`src/rtl/sys_feed_ctrl.sv`:
```
// Operand feeder for a 3x3 systolic array. It latches a matrix pair, pulses
// the accumulator clear, streams skewed rows/columns, then drains and signals done.
module sys_feed_ctrl #(
  parameter int DATA_SIZE    = 2,
  parameter int DRAIN_CYCLES = 4
) (
  input  logic                   clk,
  input  logic                   reset,
  input  logic                   start_valid,
  output logic                   start_ready,
  input  logic [9*DATA_SIZE-1:0] mat_a,
  input  logic [9*DATA_SIZE-1:0] mat_b,
  input  logic                   abort,
  output logic                   arr_reset,
  output logic [DATA_SIZE-1:0]   a1,
  output logic [DATA_SIZE-1:0]   a2,
  output logic [DATA_SIZE-1:0]   a3,
  output logic [DATA_SIZE-1:0]   b1,
  output logic [DATA_SIZE-1:0]   b2,
  output logic [DATA_SIZE-1:0]   b3,
  output logic                   busy,
  output logic                   done,
  output logic [2:0]             dbg_state
);

  // Handshake: a pair is accepted on a rising edge where start_valid and
  // start_ready are both high; start_ready is high only while idle.
  typedef enum logic [2:0] {
    S_IDLE  = 3'd0,
    S_CLEAR = 3'd1,
    S_FEED  = 3'd2,
    S_DRAIN = 3'd3,
    S_DONE  = 3'd4
  } state_t;

  state_t                         state_q, state_d;
  logic [2:0]                     k_q, k_d;
  logic [3:0]                     drain_q, drain_d;
  logic [9*DATA_SIZE-1:0]         mat_a_q, mat_a_d;
  logic [9*DATA_SIZE-1:0]         mat_b_q, mat_b_d;
  logic                           start_ready_q, start_ready_d;
  logic                           busy_q, busy_d;
  logic                           done_q, done_d;
  logic                           arr_reset_q, arr_reset_d;
  logic [2:0][DATA_SIZE-1:0]      a_q, a_d;
  logic [2:0][DATA_SIZE-1:0]      b_q, b_d;

  // Element (r,c) of a packed matrix, or zero when outside the 3x3 window.
  function automatic logic [DATA_SIZE-1:0] elem(input logic [9*DATA_SIZE-1:0] m,
                                                input int r, input int c);
    elem = '0;
    if (r >= 0 && r <= 2 && c >= 0 && c <= 2)
      elem = m[(3*r+c)*DATA_SIZE +: DATA_SIZE];
  endfunction

  always_comb begin
    state_d = state_q;
    k_d     = k_q;
    drain_d = drain_q;
    mat_a_d = mat_a_q;
    mat_b_d = mat_b_q;
    case (state_q)
      S_IDLE: begin
        if (start_valid && start_ready_q && !abort) begin
          state_d = S_CLEAR;
          mat_a_d = mat_a;
          mat_b_d = mat_b;
        end
      end
      S_CLEAR: begin
        state_d = S_FEED;
        k_d     = 3'd0;
      end
      S_FEED: begin
        if (k_q == 3'd4) begin
          state_d = S_DRAIN;
          drain_d = 4'(DRAIN_CYCLES - 1);
        end else begin
          k_d = k_q + 3'd1;
        end
      end
      S_DRAIN: begin
        if (drain_q == 4'd0) state_d = S_DONE;
        else                 drain_d = drain_q - 4'd1;
      end
      S_DONE:  state_d = S_IDLE;
      default: state_d = S_IDLE;
    endcase
    if (abort && state_q != S_IDLE) state_d = S_IDLE;
  end

  // Outputs are computed from the next state so they line up with it once registered.
  always_comb begin
    start_ready_d = (state_d == S_IDLE);
    busy_d        = (state_d != S_IDLE);
    done_d        = (state_d == S_DONE);
    arr_reset_d   = (state_d == S_CLEAR);
    a_d           = '0;
    b_d           = '0;
    if (state_d == S_FEED) begin
      for (int i = 0; i < 3; i++) begin
        a_d[i] = elem(mat_a_q, i, int'(k_d) - i);
        b_d[i] = elem(mat_b_q, int'(k_d) - i, i);
      end
    end
  end

  always_ff @(posedge clk or posedge reset) begin
    if (reset) begin
      state_q       <= S_IDLE;
      k_q           <= '0;
      drain_q       <= '0;
      mat_a_q       <= '0;
      mat_b_q       <= '0;
      start_ready_q <= 1'b1;
      busy_q        <= 1'b0;
      done_q        <= 1'b0;
      arr_reset_q   <= 1'b0;
      a_q           <= '0;
      b_q           <= '0;
    end else begin
      state_q       <= state_d;
      k_q           <= k_d;
      drain_q       <= drain_d;
      mat_a_q       <= mat_a_d;
      mat_b_q       <= mat_b_d;
      start_ready_q <= start_ready_d;
      busy_q        <= busy_d;
      done_q        <= done_d;
      arr_reset_q   <= arr_reset_d;
      a_q           <= a_d;
      b_q           <= b_d;
    end
  end

  assign start_ready = start_ready_q;
  assign busy        = busy_q;
  assign done        = done_q;
  assign arr_reset   = arr_reset_q;
  assign a1          = a_q[0];
  assign a2          = a_q[1];
  assign a3          = a_q[2];
  assign b1          = b_q[0];
  assign b2          = b_q[1];
  assign b3          = b_q[2];
  assign dbg_state   = state_q;

endmodule

```
`config.mk`:
```
export PLATFORM = sky130hd
export DESIGN_NAME = sys_feed_ctrl
export DESIGN_NICKNAME = d
export VERILOG_FILES = /design/src/rtl/sys_feed_ctrl.sv
export SDC_FILE = /design/constraint.sdc
export NUM_CORES = 1
export LEC_CHECK = 0
export BUFFER_PORTS_ARGS = -buffer_cell sky130_fd_sc_hd__buf_2
export CORE_ASPECT_RATIO = 0.9
export CORE_UTILIZATION = 35
export DETAILED_ROUTE_END_ITERATION = 8
export PLACE_DENSITY_LB_ADDON = 0.25
export SYNTH_ARGS = -nofsm -noshare
export SYNTH_HDL_FRONTEND = slang
export SYNTH_SLANG_ARGS = --single-unit
```
`constraint.sdc`:
```
create_clock -name clk -period 14.3 [get_ports clk]
set_clock_uncertainty 0.2 [all_clocks]
set_input_delay 2.86 -clock clk [delete_from_list [all_inputs] [get_ports clk]]
set_output_delay 2.86 -clock clk [all_outputs]
set_load 0.01 [all_outputs]
```
==> summary.md, run 1 <==
| Metric | Value |
|---|---|
| Status | finished clean |
| Post-synthesis cell area | 0.00398 mm^2 |
| Synth Flop Type | dfrtp_1 |
| Diode count | 0 |
| Hold path depth | 2 |
| Hold wc startpoint | mat_a_q[12]$_DFFE_PP0P_ |
| CTS buffer count | 9 |
| Post-synth top area share | 38.4% |
| Initial antenna violation count | 0 |
| Pleak | 2.27 nW |
| Crit path launch type | flop |
| CTS root buf | clkbuf_16 |
| Switching share of total power | 44.3% |
| Final Hold Vio Count | 0 |
| Setup Fix Bufs, Post-CTS | 0 |
| Worst-Margin Slew | 1.07 ns |
| Syn Area/Cell | 9.80 um^2 |
| Clk pwr share | 15.4% |
| Core ar. | 0.0109 mm^2 |
| Hold Path Class | reg -> reg |
| Most frequent cells in the layout | nand2_1 (109), dfrtp_1 (61), buf_2 (58) |
| Initial drt markers | 155 |
| Crit end category | flop |
| Final nets | 525 |
| Number of port buffers | 58 |
| Vias in the first global route | 3082 |
| Xor/xnor share of the synthesized area | 1.29% |
| Max Cap Violations | 0 |
| DRT Pass-1 Iters | 4 |
| Post-synthesis sequential area ratio | 39.0% |
| EDFF count, synth | 0 |
| Req. time, crit path | 14.36 ns |
| DP Wirelength | 6.75 mm |
| Reg2reg start | dbg_state[1]$_DFF_PP0_ |
| Finish-stage setup viols | 0 |
| Vias/cell | 5.04 |
| Final worst slack | 9.10 ns |
| Routed WL | 9.17 mm |
| Die ar. | 0.0118 mm^2 |
| Clk_lat worst skew | 0.33 ns |
| Global-route wire length before repair | 15.3 mm |
| Cell Rows | 36 |
| RSZ-0062 raised after global routing | no |
| Int Pwr | 733 uW |
| Yosys reg bits | 62 |
| Min Clock Period, post-route | 5.20 ns |
| Library cells used by synthesis | 71 |
| WS Path Type | reg -> reg |
| Placed cell count | 602 |
| Simple-gate share of the synthesized area | 21.4% |
| CTS Buffer Depth | 2 |
| Area growth, synth to finish | 17.2% |
| Post-DR wirelength/cell | 14.8 um |
| Total track usage | 17.0% |
| Mux cell area share after synthesis | 13.2% |
| Post-route DRC | 0 |
| Largest area contributor in the netlist | dfrtp_1 |
| Post_cts resized | 0 |
| Top cells by area, synth | dfrtp_1 (38%), nand2_1 (10%), ha_1 (7.2%), mux2i_1 (6.8%), mux4_2 (3.4%) |
| Worst r2r dst | b3[0]$_DFF_PP0_ |
| Post-synth ARST share | 100% |
| Pwr/cell area | 282 mW/mm^2 |
| Die width | 114 um |
| Final TNS setup | 0 ns |
| Comb power frac | 61.7% |
| Adder-cell share of the synthesized area | 7.74% |
| Hold Slack | 0.305 ns |
| Worst setup path start | dbg_state[1]$_DFF_PP0_ |
| Final ANT Viol Nets | 0 |
| Most common cell after layout, fill and taps aside | nand2_1 |
| Total net switching power | 582 uW |
| Die Ht | 103 um |
| Maximum vdd drop | 134 uV |
| Pin count of the biggest net entering global routing | 63 |
| Period Utilization, post-route | 36.4% |
| Via count | 3114 |
| Layout cells sized above 1 | 23.2% |
| CTS Sinks | 62 |
| IO Count | 59 |
| Synth Instances | 406 |
| GP Congestion | 0.820 |
| Reg2reg path depth | 12 |
| Crit Path Max Fanout | 14 |
| Slew HR | 28.5% |
| Clk slew on worst S/H paths | 0.06 ns |
| Worst Hold Endpoint | mat_a_q[12]$_DFFE_PP0P_ |
| Final slew viol count | 0 |
| H-Tree Depth | 3 |
| Warnings from Yosys | 0 |
| Max Freq | 192 MHz |
| Dpl ws | 9.06 ns |
| Reg power frac | 22.9% |
| Syn Nets | 470 |
| CTS tree | yes |
| Hold Buf Count CTS | 0 |
| R2r setup slk | 9.10 ns |
| Global route total overflow | 0 |
| Main combinational cell family by area after synthesis | simple AND/OR/NAND/NOR gates |
| Worst EP arrival | 5.26 ns |
| Compound-Gate Fraction of Synth Area | 12.6% |
| Final non-filler cell total | 618 |
| Initial core utilization | 36.4% |
## layout make-up
cell class,count,area [um^2]
Inverter,26,97.6
Fill cell,1100,6280
Timing Repair Buffer,60,305
Sequential cell,62,1550
Multi-Input combinational cell,302,2240
Clock buffer,13,260
Clock inverter,3,18.8
Tap cell,152,190
## routing by layer
metal | wire [um] | vias up | share of wire (%) | global-route usage, %
met4 | 109 | 0 | 1.2 | 5.59
met2 | 4050 | 69 | 44 | 26.4
li1 | - | 1525 | - | -
met1 | 4620 | 1509 | 50 | 23.1
met5 | 0 | - | 0 | 0
met3 | 391 | 11 | 4.3 | 4.41
## how the worst max path moves through the flow
| stage | end | slack (ns) | depth (start not counted) |
|---|---|---|---|
| after CTS | b3[0]$_DFF_PP0_ | 9.08 | 12 |
| final | b3[0]$_DFF_PP0_ | 9.10 | 12 |
| after global routing | b3[1]$_DFF_PP0_ | 8.78 | 12 |
| after global placement | mat_a_q[14]$_DFFE_PP0P_ | 9.30 | 7 |
| after floorplan | a1[0]$_DFF_PP0_ | 9.70 | 1 |
| after detailed placement | b3[0]$_DFF_PP0_ | 9.06 | 12 |
## stage by stage
| stage | cell area [um^2] | util, % | power [mW] |
|---|---|---|---|
| after floorplan | 3980 | - | 0.938 |
| after global placement | 4390 | 40.1 | 1.08 |
| after detailed placement | 4390 | 40.1 | 1.11 |
| after CTS | 4660 | 42.6 | 1.32 |
| after global routing | 4660 | 42.6 | 1.42 |
| final | 4660 | 42.6 | 1.31 |
## cells in the mapped netlist, types with 2 or more instances
library cell / n
a22o_1: 2
o2bb2ai_1: 2
clkbuf_1: 7
o32ai_1: 2
nor2_1: 15
xnor2_1: 2
a22oi_1: 2
a41oi_1: 3
and3_1: 4
buf_2: 2
inv_1: 25
mux4_1: 2
nand4_1: 2
xor2_1: 2
a2111oi_4: 2
buf_1: 2
a21o_1: 2
o2111ai_1: 3
a21oi_1: 11
mux2i_1: 27
mux4_2: 6
buf_6: 2
o31ai_1: 3
nor2b_1: 5
a211oi_1: 3
nand2_1: 109
mux2_2: 6
buf_4: 3
or4_4: 2
and2_1: 5
nor4_1: 2
dfrtp_1: 61
nand3_1: 6
nor3_1: 2
nand2b_1: 8
o21ai_0: 7
ha_1: 23
## flip-flops by register name (all words and copies together), names as in the netlist
name and flops:
b1 2, mat_a_q 18, a1 2, k_q 3, b3 2, busy 1, mat_b_q 18, dbg_state 3
a2 2, arr_reset 1, a3 2, start_ready 1, drain_q 4, b2 2, done 1
## power by group through the flow
stage	combinational, mW	clock [mW]	sequential, mW
final	0.811	0.202	0.302
after global routing	0.895	0.217	0.312
after CTS	0.809	0.208	0.302
after detailed placement	0.805	0	0.304
after global placement	0.783	0	0.302
after floorplan	0.655	0	0.283
## worst max-delay path, stage by stage (launching register included)
cell and delay (ns):
dfrtp_1 0.60, nor2b_1 0.60, a21oi_1 0.26, nor3_1 0.59, ha_1 0.40, inv_1 0.21
xnor2_1 0.26, ha_1 0.38, xor2_2 0.55, mux2i_1 0.16, mux4_2 0.52, o32ai_1 0.24
and2_1 0.16
## logic make-up (layout without fill, tap and decap cells)
group | count (synthesis) | in the layout
xor+xnor | 5 | 5
fa+ha+maj | 24 | 24
flops | 62 | 62
buf+inv | 42 | 102
compound gates | 58 | 58
mux | 41 | 41
simple gates | 174 | 174
Power figures use the tool's default switching activity.
==> run 2, diff against run 1 <==
- clock period: 14.3 -> 5.18 ns (I/O delays scaled with it)
==> run 2 against run 1 <==
Net effect: fmax is 12% higher; die area unchanged; combinational power grew to 2.8 times the previous value; power increased to 2.8 times the previous value; sequential power increased to 2.7 times the previous value; sequential share of layout area shrank 0.19 points; first-iteration DRC count grew 10%; critical path depth up 2; setup slack got worse by 8.5 ns; critical endpoint is now b2[0]$_DFF_PP0_; largest power group unchanged.
==> summary.md, run 2 (same netlist as run 1, synthesis figures left out) <==
| Metric | Value |
|---|---|
| Period Utilization, post-route | 89.3% (+53 points) |
| CTS root buf | clkbuf_16 |
| Crit Path Max Fanout | 7 (-7) |
| Setup Fix Bufs, Post-CTS | 0 (unchanged) |
| CTS tree | yes |
| Vias in the first global route | 3133 (+1.7%) |
| Finish-stage setup viols | 0 (unchanged) |
| CTS Buffer Depth | 2 (unchanged) |
| Initial antenna violation count | 0 (unchanged) |
| Number of port buffers | 58 (unchanged) |
| WS Path Type | reg -> reg |
| Min Clock Period, post-route | 4.63 ns (-0.570 ns) |
| Hold Slack | 0.302 ns (-0.00323 ns) |
| Final slew viol count | 0 (unchanged) |
| Cell Rows | 36 (unchanged) |
| Multi-input gate area | 0.00224 mm^2 (unchanged) |
| Clk slew on worst S/H paths | 0.05 ns (about the same) |
| Reg power frac | 22.6% (-0.3 points) |
| Worst EP arrival | 4.66 ns (-0.60 ns) |
| Diode count | 0 (unchanged) |
| Clk pwr share | 14.9% (-0.5 points) |
| Post-DR wirelength/cell | 14.6 um (-1.6%) |
| Global route total overflow | 0 (unchanged) |
| CTS Sinks | 62 (unchanged) |
| Final TNS setup | 0 ns (unchanged) |
| Biggest regs | mat_a_q (18), mat_b_q (18), drain_q (4) |
| RSZ-0062 raised after global routing | no |
| FF/Latch Area | 0.00155 mm^2 (unchanged) |
| Int Pwr | 2.03 mW (+180%) |
| Tot Pwr | 3.67 mW (+180%) |
| Max Cap Violations | 0 (unchanged) |
| Hold Path Class | reg -> reg |
| Post_cts resized | 0 (unchanged) |
| Clk_lat worst skew | 0.33 ns (about the same) |
| IO Count | 59 (unchanged) |
| Die ar. | 0.0118 mm^2 (unchanged) |
| Total track usage | 17.3% (+0.27 points) |
| Pleak | 2.28 nW (+0.40%) |
| Initial core utilization | 36.4% (unchanged) |
| Die width | 114 um (unchanged) |
| Comb power frac | 62.4% (+0.7 points) |
| DRT Pass-1 Iters | 4 (unchanged) |
| Routed WL | 9.09 mm (-0.96%) |
| GP Congestion | 0.810 (-1.2%) |
| Total net switching power | 1.64 mW (+180%) |
| Global-route wire length before repair | 15.5 mm (+1.4%) |
| Final Hold Vio Count | 0 (unchanged) |
| CTS buffer count | 9 (unchanged) |
| DP Wirelength | 6.72 mm (-0.45%) |
| Initial drt markers | 171 (+10%) |
| Layout fillers | 1043 (-5.2%) |
| Crit end category | flop |
| Status | finished clean |
| Max Freq | 216 MHz (+12%) |
| Switching share of total power | 44.7% (+0.40 points) |
| Final ANT Viol Nets | 0 (unchanged) |
| Crit path launch type | flop |
| Core ar. | 0.0109 mm^2 (unchanged) |
| Maximum vdd drop | 309 uV (+130%) |
| Final nets | 529 (+0.76%) |
| Post-route DRC | 0 (unchanged) |
| Req. time, crit path | 5.21 ns (-9.15 ns) |
| Worst-Margin Slew | 1.08 ns (+0.0112 ns) |
| Slew HR | 27.8% (-0.75 points) |
| Layout cells sized above 1 | 24.3% (+1.1 points) |
| Most common cell after layout, fill and taps aside | nand2_1 |
| Pwr/cell area | 782 mW/mm^2 (+180%) |
| Vias/cell | 4.96 (-1.6%) |
| Pin count of the biggest net entering global routing | 63 (unchanged) |
| Hold Buf Count CTS | 0 (unchanged) |
| H-Tree Depth | 3 (unchanged) |
| Die Ht | 103 um (unchanged) |
| Most frequent cells in the layout | nand2_1 (109), dfrtp_1 (61), buf_2 (58) |
| Via count | 3083 (-1.0%) |
| Area growth, synth to finish | 17.9% |
## run 2: changes by cell type in the layout (fill, tap and decap cells not counted)
| cell | change |
|---|---|
| buf_4 | +4 |
| clkbuf_1 | -2 |
| clkbuf_8 | -2 |
| clkinvlp_4 | +3 |
| inv_6 | +1 |
## run 2: area by class of cell
| cell class | instances | area share, % |
|---|---|---|
| Clock buffer | 9 | 4.80 |
| Clock inverter | 7 | 1.07 |
| Inverter | 26 | 2.08 |
| Multi-Input combinational cell | 302 | 47.7 |
| Sequential cell | 62 | 33.1 |
| Tap cell | 152 | 4.05 |
| Timing Repair Buffer | 64 | 7.15 |
## run 2: power by group through the flow
stage / clock, mW / sequential, mW / combinational (mW)
after CTS: 0.567 / 0.831 / 2.28
after global routing: 0.584 / 0.856 / 2.53
after global placement: 0 / 0.830 / 2.20
after floorplan: 0 / 0.781 / 1.81
after detailed placement: 0 / 0.838 / 2.27
final: 0.548 / 0.829 / 2.29
## run 2: final timing paths
kind                                           end                     from  slack [ns]  cells after the start
min                        mat_a_q[12]$_DFFE_PP0P_  mat_a_q[12]$_DFFE_PP0P_        0.30                      2
max reg2reg                        b2[0]$_DFF_PP0_         k_q[0]$_DFF_PP0_        0.55                     14
max                                b2[0]$_DFF_PP0_         k_q[0]$_DFF_PP0_        0.55                     14
max in group asynchronous  mat_b_q[10]$_DFFE_PP0P_                    reset        3.51                      3
min reg2reg                mat_a_q[12]$_DFFE_PP0P_  mat_a_q[12]$_DFFE_PP0P_        0.30                      2
min in group asynchronous   mat_b_q[2]$_DFFE_PP0P_                    reset        0.72                      3
## run 2: routing by layer
layer | vias up | share of wire [%] | global-route usage, %
met5 | - | 0 | 0
met4 | 0 | 1.5 | 6.39
met3 | 11 | 4.2 | 4.76
met2 | 70 | 44 | 26.1
met1 | 1475 | 51 | 23.6
li1 | 1527 | - | -
## run 2: critical path, cell delays in order, from the launching register on
cell and delay [ns]:
dfrtp_1 0.47, inv_1 0.07, ha_1 0.25, a2111oi_4 0.39
o21a_4 0.24, nor2_1 0.10, ha_1 0.30, a31o_2 0.27
o311ai_4 0.39, inv_1 0.12, ha_1 0.31, ha_1 0.32
xor2_1 0.21, or4b_2 0.66, o311ai_2 0.23
## run 2: through the flow
step | std cells | instance area (um^2) | worst slack [ns] | utilization, %
6_report | 622 | 4690 | 0.552 | 42.9
5_1_grt | 622 | 4690 | 0.289 | 42.9
3_3_place_gp | 606 | 4420 | 0.714 | 40.3
2_1_floorplan | 406 | 3980 | 0.657 | -
3_5_place_dp | 606 | 4420 | 0.575 | 40.3
4_1_cts | 622 | 4690 | 0.562 | 42.9
==> run 3, diff against run 2 <==
- CORE_ASPECT_RATIO: 0.9 -> not set
==> run 3 against run 2 <==
Net effect: setup slack worse by 0.12 ns; flip-flop and latch count unchanged; critical path depth up 1; routed wire length up 1.1%; global-route usage down 0.052 points; largest cell class unchanged.
==> summary.md, run 3 (same netlist as run 1, synthesis figures left out) <==
| Metric | Value |
|---|---|
| Crit Path Max Fanout | 9 (+2) |
| CTS Sinks | 62 (unchanged) |
| Vias in the first global route | 3165 (+1.0%) |
| Multi-input gate area | 0.00224 mm^2 (+0.11%) |
| Max Cap Violations | 0 (unchanged) |
| Max Freq | 211 MHz (-2.4%) |
| Min Clock Period, post-route | 4.74 ns (+0.116 ns) |
| Worst r2r dst | b3[0]$_DFF_PP0_ |
| Die ar. | 0.0118 mm^2 (about the same) |
| Vias/cell | 5.14 (+3.6%) |
| Reg2reg path depth | 15 (+1) |
| Area growth, synth to finish | 18.2% |
| Hold Buf Count CTS | 0 (unchanged) |
| Crit path launch type | flop |
| Diode count | 0 (unchanged) |
| Biggest regs | mat_a_q (18), mat_b_q (18), drain_q (4) |
| Layout cells sized above 1 | 24.3% (+0.052 points) |
| DP Wirelength | 6.63 mm (-1.3%) |
| Post-route DRC | 0 (unchanged) |
| CTS root buf | clkbuf_16 |
| Crit end category | flop |
| CTS buffer count | 9 (unchanged) |
| Status | finished clean |
| Maximum vdd drop | 328 uV (+6.4%) |
| Final nets | 528 (-0.19%) |
| Number of port buffers | 58 (unchanged) |
| Final Hold Vio Count | 0 (unchanged) |
| Via count | 3128 (+1.5%) |
| Period Utilization, post-route | 91.6% (+2.2 points) |
| DRT Pass-1 Iters | 4 (unchanged) |
| Post-DR wirelength/cell | 15.1 um (+3.3%) |
| Core ar. | 0.0109 mm^2 (about the same) |
| Layout fillers | 1052 (+0.86%) |
| Total track usage | 17.2% (-0.052 points) |
| Req. time, crit path | 5.25 ns (+0.04 ns) |
| Worst EP arrival | 4.81 ns (+0.15 ns) |
| Final ANT Viol Nets | 0 (unchanged) |
| Die width | 109 um (-5.0%) |
| Initial core utilization | 36.4% (about the same) |
| Tot Pwr | 3.71 mW (+1.1%) |
| R2r setup slk | 0.44 ns (-0.12 ns) |
| FF/Latch Area | 0.00155 mm^2 (unchanged) |
| Pin count of the biggest net entering global routing | 63 (unchanged) |
| Die Ht | 109 um (+5.3%) |
| Worst-Margin Slew | 1.06 ns (-0.0267 ns) |
| Cell Rows | 38 (+5.6%) |
| Hold path depth | 2 (unchanged) |
| Final slew viol count | 0 (unchanged) |
| CTS Buffer Depth | 2 (unchanged) |
| Initial drt markers | 182 (+6.4%) |
| Global route total overflow | 0 (unchanged) |
| IO Count | 59 (unchanged) |
| Routed WL | 9.19 mm (+1.1%) |
| Final TNS setup | 0 ns (unchanged) |
| Global-route wire length before repair | 15.6 mm (+0.23%) |
| Most common cell after layout, fill and taps aside | nand2_1 |
| Worst Hold Endpoint | mat_a_q[13]$_DFFE_PP0P_ |
| Clk slew on worst S/H paths | 0.06 ns (about the same) |
| H-Tree Depth | 3 (unchanged) |
| Slew HR | 29.6% (+1.8 points) |
| Reg2reg start | k_q[0]$_DFF_PP0_ |
| Most frequent cells in the layout | nand2_1 (109), dfrtp_1 (61), buf_2 (58) |
| CTS tree | yes |
| GP Congestion | 0.773 (-4.6%) |
| Clk_lat worst skew | 0.33 ns (about the same) |
| RSZ-0062 raised after global routing | no |
| Hold wc startpoint | mat_a_q[13]$_DFFE_PP0P_ |
| Pleak | 2.29 nW (+0.72%) |
| Hold Path Class | reg -> reg |
| WS Path Type | reg -> reg |
| Initial antenna violation count | 0 (unchanged) |
| Finish-stage setup viols | 0 (unchanged) |
| Pwr/cell area | 788 mW/mm^2 (+0.78%) |
## run 3: stage by stage
stage	hold slack, ns	std cells	utilization, %	worst slack [ns]	cell area [um^2]
finish	0.303	609	43.0	0.436	4700
global route	0.326	609	43.0	0.127	4700
CTS	0.304	609	43.0	0.357	4700
detailed placement	0.290	593	40.2	0.397	4390
global placement	0.281	593	40.2	0.410	4390
floorplan	0.261	406	-	0.657	3980
## run 3: how the worst max path moves through the flow
| stage | start | to | slack, ns | depth (start not counted) |
|---|---|---|---|---|
| after floorplan | dbg_state[1]$_DFF_PP0_ | b2[0]$_DFF_PP0_ | 0.66 | 15 |
| after global placement | dbg_state[1]$_DFF_PP0_ | b3[1]$_DFF_PP0_ | 0.41 | 13 |
| after detailed placement | dbg_state[1]$_DFF_PP0_ | b3[0]$_DFF_PP0_ | 0.40 | 13 |
| after CTS | dbg_state[1]$_DFF_PP0_ | b3[0]$_DFF_PP0_ | 0.36 | 13 |
| after global routing | k_q[0]$_DFF_PP0_ | b3[0]$_DFF_PP0_ | 0.13 | 15 |
| final | k_q[0]$_DFF_PP0_ | b3[0]$_DFF_PP0_ | 0.44 | 15 |
## run 3: metal layers
metal	share of wire [%]	up-vias	track usage [%]	wire length (um)
li1	-	1533	-	-
met1	49	1508	23.6	4520
met2	46	75	26.5	4200
met3	3.7	12	4.24	340
met4	1.3	0	5.69	123
met5	0	-	0	0
## run 3: worst max-delay path, cell delays in order (launching register included)
cell	delay, ns
dfrtp_1	0.48
inv_1	0.07
ha_1	0.25
nor3b_1	0.38
and3_1	0.21
nor3_1	0.05
buf_4	0.17
ha_1	0.34
inv_1	0.13
xnor2_1	0.43
ha_1	0.38
xor2_2	0.52
mux2i_1	0.17
mux4_2	0.49
o32ai_1	0.24
and2_1	0.16
## run 3: repair_timing
item / in CTS / in global routing
resized for setup: 0 / 1
setup buffers: 0 / 0
setup endpoints to repair: 0 / 2
endpoints found under the hold margin: 0 / 0
## run 3: report_power, final
group	internal, mW	switching [mW]	leakage (nW)
clock network	0.388	0.232	0.149
registers	0.661	0.178	0.795
logic	1.02	1.22	1.35
## run 3: cell type report
cell class              instances  share of cell area, %
flip-flops and latches         62                   33.0
inverters                      26                   2.08
repair buffers                 63                   6.97
clock inverters                 6                   1.46
clock buffers                  10                   5.08
multi-input cells             302                   47.7
well taps                     140                   3.72
